### src/rtl/adder_pipe_arbiter.sv
// -----------------------------------------------------------------------------
// adder_pipe_arbiter
//
// Purpose:
//   Shares one WIDTH-stage pipelined adder (external n_bit_adder with a global
//   enable) among NREQ requesters. Each cycle at most one requester is granted
//   and its operands are driven into the adder. A tag pipeline of WIDTH
//   {valid, id} entries travels alongside the adder stages so every sum leaves
//   with the ID of the requester that issued it. Response backpressure freezes
//   the adder and the tag pipeline together through add_en.
//
// Configuration:
//   ADDER_ARB_RR_EN  defined   -> round-robin arbitration (pointer register).
//                    undefined -> fixed priority, lowest index wins.
//
// Ports:
//   clk        in   clock, shared with the adder
//   rst        in   synchronous active-low reset
//   req_valid  in   [NREQ]        per-requester operand valid
//   req_a/b    in   [NREQ*WIDTH]  packed operands, requester k at [k*WIDTH +: WIDTH]
//   req_cin    in   [NREQ]        per-requester carry-in
//   req_ready  out  [NREQ]        one-hot grant (transfer on valid & ready)
//   add_a/b    out  [WIDTH]       adder operands (zero when nothing issues)
//   add_cin    out                adder carry-in
//   add_en     out                adder stage enable (low = stall)
//   add_s      in   [WIDTH]       adder sum
//   add_c      in                 adder carry-out
//   rsp_valid  out                result valid at the pipeline head
//   rsp_ready  in                 consumer accepts the result
//   rsp_id     out  [IDW]         requester that issued the head result
//   rsp_s      out  [WIDTH]       sum (pass-through of add_s)
//   rsp_c      out                carry (pass-through of add_c)
//   inflight   out  [clog2(WIDTH+1)] number of valid tags in the pipeline
// -----------------------------------------------------------------------------
module adder_pipe_arbiter #(
    parameter int WIDTH = 8,                // operand width and pipeline depth (>= 2)
    parameter int NREQ  = 4,                // number of requesters (>= 2)
    parameter int IDW   = $clog2(NREQ)      // requester-ID width
) (
    input  logic                        clk,
    input  logic                        rst,
    input  logic [NREQ-1:0]             req_valid,
    input  logic [NREQ*WIDTH-1:0]       req_a,
    input  logic [NREQ*WIDTH-1:0]       req_b,
    input  logic [NREQ-1:0]             req_cin,
    output logic [NREQ-1:0]             req_ready,
    output logic [WIDTH-1:0]            add_a,
    output logic [WIDTH-1:0]            add_b,
    output logic                        add_cin,
    output logic                        add_en,
    input  logic [WIDTH-1:0]            add_s,
    input  logic                        add_c,
    output logic                        rsp_valid,
    input  logic                        rsp_ready,
    output logic [IDW-1:0]              rsp_id,
    output logic [WIDTH-1:0]            rsp_s,
    output logic                        rsp_c,
    output logic [$clog2(WIDTH+1)-1:0]  inflight
);

    localparam int CNTW = $clog2(WIDTH + 1);

    // Tag pipeline: entry 0 loads on every enabled edge, entry WIDTH-1 is the head.
    logic [WIDTH-1:0]  r_tag_valid;
    logic [IDW-1:0]    r_tag_id [WIDTH];
    logic [CNTW-1:0]   r_inflight;

    logic              w_rsp_valid;
    logic              w_add_en;
    logic              w_issue;
    logic              w_retire;
    logic [NREQ-1:0]   w_grant;
    logic [IDW-1:0]    w_grant_id;
    logic [IDW-1:0]    w_search_base;

`ifdef ADDER_ARB_RR_EN
    // Round-robin pointer: first index searched on the next grant.
    logic [IDW-1:0]    r_rr_ptr;
    assign w_search_base = r_rr_ptr;
`else
    // Fixed priority is the same search anchored at index 0.
    assign w_search_base = '0;
`endif

    // Gating with rst keeps stale head tags invisible while reset is held,
    // which in turn forces add_en high and all grants low during reset.
    assign w_rsp_valid = rst & r_tag_valid[WIDTH-1];
    assign w_add_en    = !(w_rsp_valid && !rsp_ready);
    assign w_retire    = w_rsp_valid & rsp_ready;
    assign w_issue     = |w_grant;

    // -------------------------------------------------------------------------
    // Arbitration: scan NREQ slots starting at the search base, wrapping modulo
    // NREQ, and grant the first valid requester. Nothing is granted while the
    // pipeline is stalled, because the adder cannot accept a new operand set.
    // -------------------------------------------------------------------------
    always_comb begin : arbitrate
        logic [IDW-1:0] idx;
        logic           found;
        // NOTE: every variable gets a default before any conditional write, so
        // no path leaves it unassigned and no latch is inferred; blocking '='
        // is correct here because later loop iterations must see 'found'.
        w_grant    = '0;
        w_grant_id = '0;
        idx        = '0;
        found      = 1'b0;
        for (int i = 0; i < NREQ; i++) begin
            idx = IDW'((int'(w_search_base) + i) % NREQ);
            if (!found && rst && w_add_en && req_valid[idx]) begin
                found        = 1'b1;
                w_grant[idx] = 1'b1;
                w_grant_id   = idx;
            end
        end
    end

    // Operand steering: the grant is one-hot, so a plain select suffices.
    // With no grant the adder sees zeros (a bubble).
    always_comb begin : steer
        add_a   = '0;
        add_b   = '0;
        add_cin = 1'b0;
        for (int k = 0; k < NREQ; k++) begin
            if (w_grant[k]) begin
                add_a   = req_a[k*WIDTH +: WIDTH];
                add_b   = req_b[k*WIDTH +: WIDTH];
                add_cin = req_cin[k];
            end
        end
    end

    // -------------------------------------------------------------------------
    // Tag valid bits and in-flight counter
    // -------------------------------------------------------------------------
    always_ff @(posedge clk) begin
        // NOTE: sequential state uses non-blocking '<=' so every register samples
        // pre-edge values, independent of block ordering.
        if (!rst) begin
            r_tag_valid <= '0;
            r_inflight  <= '0;
        end else begin
            if (w_add_en) begin
                r_tag_valid <= {r_tag_valid[WIDTH-2:0], w_issue};
            end
            // Issue and retire in the same cycle cancel out.
            case ({w_issue, w_retire})
                2'b10:   r_inflight <= r_inflight + CNTW'(1);
                2'b01:   r_inflight <= r_inflight - CNTW'(1);
                default: r_inflight <= r_inflight;
            endcase
        end
    end

    // NOTE: the ID array is deliberately not reset; each ID is only observed
    // alongside its valid bit, which is reset, so clearing it buys nothing.
    always_ff @(posedge clk) begin
        if (w_add_en) begin
            r_tag_id[0] <= w_grant_id;      // zero on a bubble
            for (int i = 1; i < WIDTH; i++) begin
                r_tag_id[i] <= r_tag_id[i-1];
            end
        end
    end

`ifdef ADDER_ARB_RR_EN
    // Pointer moves to the slot after the winner, and only on a grant.
    always_ff @(posedge clk) begin
        if (!rst) begin
            r_rr_ptr <= '0;
        end else if (w_issue) begin
            r_rr_ptr <= (w_grant_id == IDW'(NREQ - 1)) ? '0 : w_grant_id + IDW'(1);
        end
    end
`endif

    // -------------------------------------------------------------------------
    // Outputs
    // -------------------------------------------------------------------------
    assign req_ready = w_grant;
    assign add_en    = w_add_en;
    assign rsp_valid = w_rsp_valid;
    assign rsp_id    = r_tag_id[WIDTH-1];
    assign rsp_s     = add_s;
    assign rsp_c     = add_c;
    assign inflight  = r_inflight;

endmodule

### config.mk
export PLATFORM = sky130hd
export DESIGN_NAME = adder_pipe_arbiter
export DESIGN_NICKNAME = d
export VERILOG_FILES = /design/src/rtl/adder_pipe_arbiter.sv
export SDC_FILE = /design/constraint.sdc
export NUM_CORES = 1
export LEC_CHECK = 0
export CAP_MARGIN = 20
export CORE_ASPECT_RATIO = 0.5
export CORE_MARGIN = 5
export CORE_UTILIZATION = 52
export CTS_CLUSTER_DIAMETER = 120
export DETAILED_ROUTE_END_ITERATION = 12
export DONT_BUFFER_PORTS = 1
export PLACE_DENSITY_LB_ADDON = 0.2
export SETUP_SLACK_MARGIN = 0.3
export SKIP_CTS_REPAIR_TIMING = 1
export SYNTH_ARGS = -nofsm -noshare
export SYNTH_HDL_FRONTEND = slang
export SYNTH_SLANG_ARGS = --single-unit
### constraint.sdc
create_clock -name clk -period 3.1 [get_ports clk]
set_input_delay 0.62 -clock clk [delete_from_list [all_inputs] [get_ports clk]]
set_output_delay 0.62 -clock clk [all_outputs]
set_load 0.1 [all_outputs]
## After elaboration in Yosys (flattened, before gate mapping)

Memories as Yosys holds them, arrays and structs flattened.
Index checks and enable logic that the tools add are counted.

| storage, ports and cells | value |
|---|---|
| flip-flop bits (word level) | 12 |
| RAM bits | 16 |
| bits of input ports | 84 |
| output and inout port bits | 38 |
| logic and storage cells | 52 |
| memories | 1 |

| operators by class | value |
|---|---|
| add/sub/neg operators | 2 |
| equality and inequality tests | 2 |
| muxes and demuxes | 24 |
| bitwise operators | 2 |
| reduce and logical (&&, ||, !) cells | 19 |

Memory list:

| name | words | bits a word | rd ports | clocked after Yosys merged registers in | write ports | line | source |
|---|---|---|---|---|---|---|---|
| r_tag_id | 8 | 2 | 8 | 0 | 8 | 65 | `logic [IDW-1:0] r_tag_id [WIDTH];` |

Operator list:

| kind | count |
|---|---|
| 8-bit 2-to-1 mux | 8 |
| 1-bit logical AND | 12 |
| 1-bit 2-to-1 mux | 10 |
| 4-bit one-hot mux with 2 select lines | 1 |
| 2-bit 2-to-1 mux | 3 |
| 1-bit zero test | 5 |
| 4-bit by 1-bit adder with 4-bit output, second input constant | 1 |
| 4-bit 2-to-1 mux | 1 |
| 4-bit OR reduction | 1 |
| 4-bit by 1-bit subtractor with 4-bit output, second input constant | 1 |
| 3-bit 2-to-1 mux | 1 |
| 1-bit AND | 2 |
| 2-bit by 1-bit == test with 1-bit output, second input constant | 1 |
| 2-bit == test, second input constant | 1 |
| 2-bit nonzero test | 1 |

## Longest topological paths before layout

| logic depth | value |
|---|---|
| word-level depth | 25 |
| depth in mapped cells | 10 |
| mapped depth without buffers | 9 |

## Worst setup path before layout

OpenSTA, ideal clock, no wires.

| timing | value |
|---|---|
| path type | input port to output port |
| start | in rsp_ready |
| end | out add_b[5] |
| data arrival time | 3406 ps |
| required time | 2480 ps |
| setup slack | -926 ps |
| stages | 7 |
| buffers on the path | 3 |
| cells stage by stage | nand2b_1 > buf_2 > and3_1 > buf_2 > buf_2 > a22oi_1 > a2bb2oi_1 |

| between the ends | value |
|---|---|
| elaborated cells on any way between the ends | 28 |
| classes of those cells | mux: 11; reduce/logical: 17 |

RTL lines:

| what | line | source |
|---|---|---|
| start, declared | 54 | `input logic rsp_ready,` |
| 1-bit zero test | 88 | `assign w_add_en = !(w_rsp_valid && !rsp_ready);` |
| 1-bit logical AND | 88 |  |
| 1-bit zero test | 88 |  |
| 1-bit logical AND (2 in series) | 109 | `if (!found && rst && w_add_en && req_valid[idx]) begin` |
| 1-bit 2-to-1 mux | 109 |  |
| 2-bit 2-to-1 mux | 109 |  |
| 3-bit 2-to-1 mux | 109 |  |
| 4-bit 2-to-1 mux | 109 |  |
| net req_ready[0] | 46 | `output logic [NREQ-1:0] req_ready,` |
| 8-bit 2-to-1 mux (4 in series) | 124 | `if (w_grant[k]) begin` |
| end, declared | 48 | `output logic [WIDTH-1:0] add_b,` |

The timed path passes the listed nets, and every way through them passes these cells.

## Worst setup path in the final report

| timing | value |
|---|---|
| start | reg r_tag_valid[7] |
| end | out add_b[7] |

| between the ends | value |
|---|---|
| word-level cells in the longest chain between the ends | 22 |
| elaborated cells on any way between the ends | 28 |
| classes of those cells | mux: 11; bitwise: 1; reduce/logical: 16 |

Ends and longest elaborated chain:

| what | line | source |
|---|---|---|
| start, declared | 64 | `logic [WIDTH-1:0] r_tag_valid;` |
| start signal, assigned | 143 | `r_tag_valid <= {r_tag_valid[WIDTH-2:0], w_issue};` |
| 1-bit AND * | 87 | `assign w_rsp_valid = rst & r_tag_valid[WIDTH-1];` |
| 1-bit logical AND * | 88 |  |
| 1-bit zero test * | 88 |  |
| 1-bit logical AND (2 in series) | 109 |  |
| 1-bit 2-to-1 mux | 109 |  |
| 1-bit zero test | 109 |  |
| 1-bit logical AND (3 in series) | 109 |  |
| 1-bit 2-to-1 mux | 109 |  |
| 1-bit zero test | 109 |  |
| 1-bit logical AND (3 in series) | 109 |  |
| 1-bit 2-to-1 mux | 109 |  |
| 1-bit zero test | 109 |  |
| 1-bit logical AND (3 in series) | 109 |  |
| 4-bit 2-to-1 mux * | 109 |  |
| 8-bit 2-to-1 mux * | 124 |  |

Mark *: on every way between the ends. The rest lies on a longest branch, timed or not.

==> metrics <==
CP Launch Type=flip-flop; DP Cell Count=210; Hold WC Path Type=reg2reg; H-tree depth=1; clk sinks=28; routed len/inst=20.3 um; Num CTS Buffers=3; Post-Syn Instances=165; worst clock skew=0.00480 ns; power per cell area=478 nW/um^2; CTS Root Cell=clkbuf_8; Post-Synthesis Net Count=252; Finished Layout Cells=214; area taken by multi-input logic gates=1020 sq um; # setup viols final=0; Synth cell types=39; clock transition at the registers of the reported paths=0.09 ns; initial antenna violation count=0; r2r setup slk=0.90 ns; RSZ-0062 raised after global routing=no; Filler Cell Count=211; Final Hold Fails=0; Rel. slew slack=0.277; post-layout util=0.741; Worst Path Arrival=1.99 ns; initial DRC count=81; Max Cap Viol=0; fin crit share=0.843; gpl congestion=0.716; Core ar.=3080 sq um; status=finished, final reports clean; vias in the first global route=1421; pin count of the biggest net entering global routing=21; hold slack final=0.423 ns; quantity of I/O buffers inserted on ports=0; share of layout cells above drive strength 1=0.328; DR DRC count=0; routed wire length=4340 um; min Tclk post-route=2.61 ns; Max Fclk=0.383 GHz; Final Max Slew Viols=0; register area share after synthesis=0.418; Synth Register Bits=28; I/O pin count=122; setup TNS=0 ns; maximum vdd drop=288 uV; Pre-antenna DRT Iters=5; dpl cell area=2210 sq um; Yosys warning count=0; TritonCTS clock tree=yes; Clock Tree Buf Depth=2; final instance area=2290 sq um; Reg area=721 sq um; die area=4630 sq um; DR vias/cell=6.44; Final #Nets=262; HPWL after detailed placement=3430 um; Skew-Pair Late Insertion Delay=0.27 ns; Routed Antenna Nets=0; first-pass GRT wire length=7050 um; Slew @ Worst Pin=1.08 ns; Worst Path Max Fanout=19; Crit. End Element=output pin; row cnt=14; Netlist Area Pre-Place=1720 sq um; Total Routing Usage GR=0.186; Die H=50.7 um; WS Path Type=reg2out; ant diodes=0; width of the chip=91.4 um; Overflow after GRT=0; via count=1378; starting density of the core=0.559; most frequent cells in the layout=a22oi_1, a31oi_1, buf_12; Syn-to-layout area delta=32.7%; Leak=0.823 nW; Mean Syn Cell Area=10.4 sq um; Worst Path Required=2.48 ns
## critical path, stage by stage, from the launching register on
cell	delay (ns)
dfxtp_1	0.35
and2b_4	0.24
nor3_4	0.25
nand2_4	0.20
inv_6	0.19
a31oi_1	0.08
a2bb2oi_2	0.20
buf_12	0.20
## synthesized netlist by cell type, drive strengths merged
library cell	count	area (sq um)
buf	19	131
nand2b	3	21.3
o21ai	2	10.0
dfxtp	12	240
nor3b	3	33.8
nor3	2	21.3
clkbuf	3	11.3
nand2	18	75.1
o22ai	1	6.26
and3	2	12.5
inv	2	12.5
ha	3	37.5
nand3	1	5.00
xnor2	1	8.76
mux2i	2	20.0
xor2	2	17.5
or3	1	6.26
edfxtp	16	480
nor2	4	15.0
or4	1	7.51
or2b	1	7.51
a31oi	17	106
and2	2	12.5
nor2b	1	6.26
and2b	1	10.0
a2bb2oi	17	199
a22oi	17	128
a21oi	2	10.0
o21a	1	7.51
a21boi	7	52.6
a32o	1	10.0
## where the power goes
part / switching [mW] / leakage (nW) / internal, mW
sequential: 0.0223 / 0.289 / 0.409
combinational: 0.246 / 0.499 / 0.142
clock: 0.102 / 0.0357 / 0.173
total: 0.370 / 0.823 / 0.723
## cells by family after synthesis
logic type,count (synthesis),share of synthesized area
adders and majority gates,3,0.0218
buffers and inverters,24,0.0901
and+or+nand+nor,40,0.136
AOI/OAI and AO/OA,65,0.307
DFF,28,0.418
muxes,2,0.0116
xor gates and xnor gates,3,0.0153
## registers in the layout, indices dropped and copies added, names as in the netlist
signal,count
inflight,4
r_tag_id,16
r_tag_valid,8
## routing by layer
metal | vias up | share of wire | GRT usage | wire length [um]
met4 | 0 | 0.014 | 0.0537 | 59
met3 | 6 | 0.092 | 0.0746 | 401
met1 | 657 | 0.37 | 0.208 | 1610
met5 | - | 0 | 0 | 0
li1 | 642 | - | - | -
met2 | 73 | 0.52 | 0.330 | 2270
## stage by stage
stage / setup WS [ns] / power (mW)
5_1_grt: 0.323 / 1.13
6_report: 0.488 / 1.09
3_3_place_gp: 0.526 / 0.825
4_1_cts: 0.453 / 1.10
2_1_floorplan: 0.0841 / 0.778
3_5_place_dp: 0.421 / 0.829
## final cells by class
type / instances / share of cell area
Inverter: 2 / 0.00547
Sequential cell: 28 / 0.315
Clock inverter: 1 / 0.0131
Clock buffer: 3 / 0.0181
Timing Repair Buffer: 27 / 0.182
Tap cell: 40 / 0.0219
Multi-Input combinational cell: 113 / 0.444
## final timing paths
kind	from	to	depth (start not counted)
min	r_tag_id[0][3]	r_tag_id[1][1]	0
max reg2reg	r_tag_valid[7]	inflight[2]	9
max	r_tag_valid[7]	add_b[7]	7
min reg2reg	r_tag_id[0][3]	r_tag_id[1][1]	0
Note: power is estimated with default switching activity, not from simulation.
==> variant 1: new RTL, config.mk and constraints unchanged <==
The option `ADDER_ARB_RR_EN` is turned on by a define.
--- a/src/rtl/adder_pipe_arbiter.sv
+++ b/src/rtl/adder_pipe_arbiter.sv
@@ -32,6 +32,8 @@
 //   rsp_c      out                carry (pass-through of add_c)
 //   inflight   out  [clog2(WIDTH+1)] number of valid tags in the pipeline
 // -----------------------------------------------------------------------------
+`define ADDER_ARB_RR_EN
+
 module adder_pipe_arbiter #(
     parameter int WIDTH = 8,                // operand width and pipeline depth (>= 2)
     parameter int NREQ  = 4,                // number of requesters (>= 2)
Function: changed (Yosys sat finds a counterexample within 4 cycles, from zero or initial values and one cycle with rst low).
==> variant 1 against the unedited design <==
  * The flow now finishes with violations (negative setup slack)
  * Cell area is 54% higher
  * Critical path depth rose by 6
  * Routed wire length rose by 81%
  * Sequential cell count is 2 higher
  * Synthesized area up 26%
  * Register-to-register slack worse by 1.2 ns
  * Hold slack got worse by 0.0050 ns
  * Non-clock buffer count grew 54
  * Setup slack worse by 1.0 ns
  * Largest cell class unchanged
  * Highest routed layer unchanged
Power is not shown: default switching activity piles up to over one toggle a cycle in this logic, so the estimate is an artifact.
==> variant 1: results (changes against the unedited design) <==
Worst r2r src: r_rr_ptr[1]$_SDFFE_PN0P_
Fill count: 161 (-24%)
Worst-Skew Late Latency: 0.29 ns (+0.02 ns)
Gpl congestion: 0.8649 (+21%)
Slowest CP cell: dfxtp_4
Failing checks: negative setup slack
Hold Slack: 0.4185 ns (-0.004974 ns)
DRT Pass-1 Iters: 4 (-1)
Setup WS post-layout: -0.5099 ns (-0.9980 ns)
Met2 Routed Length: 4021 µm (+77%)
Worst min-delay path startpoint: r_tag_id[1][5]$_DFFE_PN_
Metal-1 WL: 2852 µm (+77%)
Post-DR vias/cell: 6.433 (about the same)
Final setup fails: 22 (+22)
Met3 routed WL: 705 µm (+76%)
First-pass GRT wire length: 9011 µm (+28%)
WL per Instance: 23.77 µm (+17%)
Nets: 366 (+40%)
Status: finished, violations left
CP peak stage delay: 0.37 ns (+0.02 ns)
Setup TNS Final: -8.806 ns (-8.806 ns)
CTS H-tree depth: 2 (+1)
Hold Crit Endpoint: r_tag_id[1][7]$_DFFE_PN_
Detailed Route Iter0 Violations: 127 (+57%)
Largest register by flop count: r_tag_id
Share of layout cells above drive strength 1: 58.70% (+26 points)
DP HPWL: 4740 µm (+38%)
Reg2Reg Depth: 18 (+9)
Pin count of the biggest net entering global routing: 19 (-9.5%)
Largest cells by area after synthesis: edfxtp_1 22%, dfxtp_1 13%, a22oi_1 5.5%, o22ai_1 4.9%, buf_4 4.1%
Post-synth top cells: 17 x o22ai_1, 16 x a22oi_1, 16 x edfxtp_1, 14 x dfxtp_1, 12 x buf_4
Vias in the first global route: 1937 (+36%)
Syn Nets: 301 (+19%)
Sequential cell area fraction in the yosys report: 35.04% (-6.8 points)
Largest fanout on the critical path: 17 (-2)
R2R Setup Slk: -0.28 ns (-1.18 ns)
variant 1: cell types whose count changed after synthesis, moves of 7 or more:
cell / before / now
a2bb2oi_2: 8 / 0
o22ai_1: 1 / 17
a21oi_2: 0 / 10
a21oi_1: 2 / 11
a2bb2oi_1: 9 / 0
a22o_1: 0 / 7
a31oi_1: 17 / 0
variant 1: through the flow:
step | worst slack, ns | utilization [%] | instances | cell area (µm²)
detailed placement | -0.3219 | 74.24 | 298 | 2943
CTS | -0.5018 | 76.29 | 306 | 3024
floorplan | -0.9295 | - | 210 | 2404
global route | -0.6040 | 88.89 | 330 | 3523
finish | -0.5099 | 88.89 | 330 | 3523
global placement | -0.2500 | 74.24 | 298 | 2943
variant 1: worst max path at each step:
stage                                   from  endpoint  cells past startpoint
finish              r_rr_ptr[1]$_SDFFE_PN0P_  add_b[7]                     13
global route                       flip-flop  add_b[7]                     14
floorplan                       req_valid[1]  add_a[1]                      6
detailed placement              req_valid[1]  add_a[0]                      8
global placement                req_valid[1]  add_a[1]                      8
CTS                 r_rr_ptr[1]$_SDFFE_PN0P_  add_a[0]                     12
variant 1: area by class of cell:
class | count | share of cell area [%]
clock buffer | 6 | 2.060
multi-input combinational | 149 | 46.27
clock inverter | 2 | 0.2486
inverter | 8 | 1.101
timing repair buffer | 81 | 26.60
tap | 54 | 1.918
sequential | 30 | 21.80
variant 1: kinds of logic after synthesis:
logic type | Yosys count | synth area share (%)
adder cells (fa/ha/maj) | 7 | 4.034
flip-flops | 30 | 35.04
buffers and inverters | 31 | 9.798
XOR/XNOR | 5 | 2.017
AO/OA/AOI/OAI | 82 | 29.63
AND/OR/NAND/NOR | 45 | 13.14
multiplexers | 10 | 6.340
variant 1: layer usage:
layer | vias to the layer above | global-route usage (%)
met1 | 1025 | 21.55
met5 | - | 0
li1 | 931 | -
met4 | 0 | 6.250
met3 | 30 | 6.258
met2 | 137 | 35.69
variant 1: worst max-delay path, delay by kind of cell (launching register included):
family	cells	cell delay, ns
and+or+nand+nor	1	0.05
DFF	1	0.37
buffers and inverters	5	0.73
AOI/OAI and AO/OA	6	1.23
adders and majority gates	1	0.29
==> variant 2: new RTL, same settings <==
Without the edit above. Set the parameter `NREQ` to 8 (it was 4).
--- a/src/rtl/adder_pipe_arbiter.sv
+++ b/src/rtl/adder_pipe_arbiter.sv
@@ -34,7 +34,7 @@
 // -----------------------------------------------------------------------------
 module adder_pipe_arbiter #(
     parameter int WIDTH = 8,                // operand width and pipeline depth (>= 2)
-    parameter int NREQ  = 4,                // number of requesters (>= 2)
+    parameter int NREQ  = 8,                // number of requesters (>= 2)
     parameter int IDW   = $clog2(NREQ)      // requester-ID width
 ) (
     input  logic                        clk,
Interface: changed (6 resized); port bits go from 122 to 199. The function was not compared with the original's and may differ.
==> variant 2 against the unedited design <==
  * Setup slack got worse by 0.058 ns
  * Cell area increased by 48%
  * Routed wire length increased by 92%
  * Utilization fell by 6.8 points
  * Total power up 21%
  * Global-route usage increased by 4.2 points
  * Sequential cell count grew 8
  * Clock power grew 13%
  * Combinational power rose by 19%
  * Synthesized cell count is 83% higher
  * Final cell count increased by 77%
  * Synthesized area grew 59%
  * Fmax down 2.2%
==> variant 2: results (changes against the unedited design) <==
Status: completed
Sequential cell area fraction in the yosys report: 34.99% (-6.8 points)
Pin count of the biggest net entering global routing: 39 (+86%)
Final-layout clock buffer total: 7 (+4)
Vias in the first global route: 2348 (+65%)
EDFF count, synth: 24 (+8)
Complex-gate fraction of the synthesized area: 30.11% (-0.61 points)
Post-synth top cells: 35 x nand2_1, 25 x o31ai_1, 24 x edfxtp_1, 20 x nor2b_1, 19 x nor2_1
R2R Setup Slk: 0.71 ns (-0.19 ns)
Largest fanout on the critical path: 18 (-1)
Share of layout cells above drive strength 1: 23.62% (-9.1 points)
Nets: 468 (+79%)
Post-synthesis cell type count: 43 (+10%)
Slowest CP cell: and2_1
Mux cell area share after synthesis: 1.093% (-0.069 points)
Hold Path Depth: 0 (unchanged)
Via count: 2406 (+75%)
Routed wire length: 8337 µm (+92%)
Detailed Route Iter0 Violations: 218 (+170%)
DRT Pass-1 Iters: 7 (+2)
Sequential cell area share: 28.42% (-3.1 points)
CP peak stage delay: 0.31 ns (-0.04 ns)
Leakage: 0.001273 µW (+55%)
Critical R2R Capture: inflight[3]$_SDFFE_PN0P_
Reg clk slew, reported paths: 0.06 ns (-0.03 ns)
Reg2Reg Depth: 9 (unchanged)
Worst slew pin tran: 0.9961 ns (-0.08624 ns)
Hold Crit Endpoint: r_tag_id[1][0]$_DFFE_PN_
Worst min-delay path startpoint: r_tag_id[0][9]$_DFFE_PN_
Total CTS buffers: 5 (+2)
Multi-input gate area: 1734 µm² (+71%)
GRT Overall Usage: 22.74% (+4.2 points)
Max reg flops: 24 (+8)
Peak supply drop: 292.0 µV (+1.5%)
DP HPWL: 6759 µm (+97%)
Setup TNS Final: 0 ns (unchanged)
Synthesized flop and latch total: 36 (+29%)
Fill count: 395 (+87%)
Gpl congestion: 0.8563 (+20%)
Largest cells by area after synthesis: edfxtp_1 26%, dfxtp_1 8.7%, o31ai_1 6.8%, a222oi_1 6.2%, o22a_1 5.4%
Multi-input gate count: 222 (+96%)
Hold Slack: 0.4204 ns (-0.003131 ns)
Signal inverters: 6 (+4)
CP Launch Point: rsp_ready
CTS H-tree depth: 2 (+1)
Critical path capture point: add_b[5]
First-pass GRT wire length: 12360 µm (+75%)
Synth Area in Adders: 2.096% (-0.083 points)
WP data arrival: 2.05 ns (+0.06 ns)
Net Sw Frac: 35.18% (+1.3 points)
Syn Nets: 462 (+83%)
Layout Skew: 0.002928 ns (-0.001871 ns)
Clock buf/inv share: 2.406% (-0.71 points)
Synth Area in XOR/XNOR: 0.6378% (-0.89 points)
Non-clk bufs: 37 (+37%)
NonClk Buf Share: 14.51% (-3.7 points)
[variant 2: layer usage]
metal | GRT usage, % | wire length (µm) | up-vias
met1 | 28.60 | 3252 | 1143
li1 | - | - | 1152
met4 | 5.822 | 95 | 0
met5 | 0 | 0 | -
met3 | 5.103 | 570 | 19
met2 | 40.91 | 4418 | 92
[variant 2: metrics by stage]
step | cell area, µm² | worst slack [ns] | power (µW) | instances
6_report | 3381 | 0.4299 | 1319 | 379
5_1_grt | 3381 | 0.3167 | 1375 | 379
4_1_cts | 3361 | 0.3048 | 1324 | 379
3_5_place_dp | 3279 | 0.3063 | 1017 | 371
3_3_place_gp | 3279 | 0.3590 | 1009 | 371
2_1_floorplan | 2959 | 0.1708 | 970.1 | 302
[variant 2: power groups by stage]
stage	Sequential [µW]	Combinational, µW	Clock (µW)
6_report	549	460	310
5_1_grt	551	481	343
4_1_cts	550	459	315
3_5_place_dp	560	458	0
2_1_floorplan	564	406	0
3_3_place_gp	559	451	0
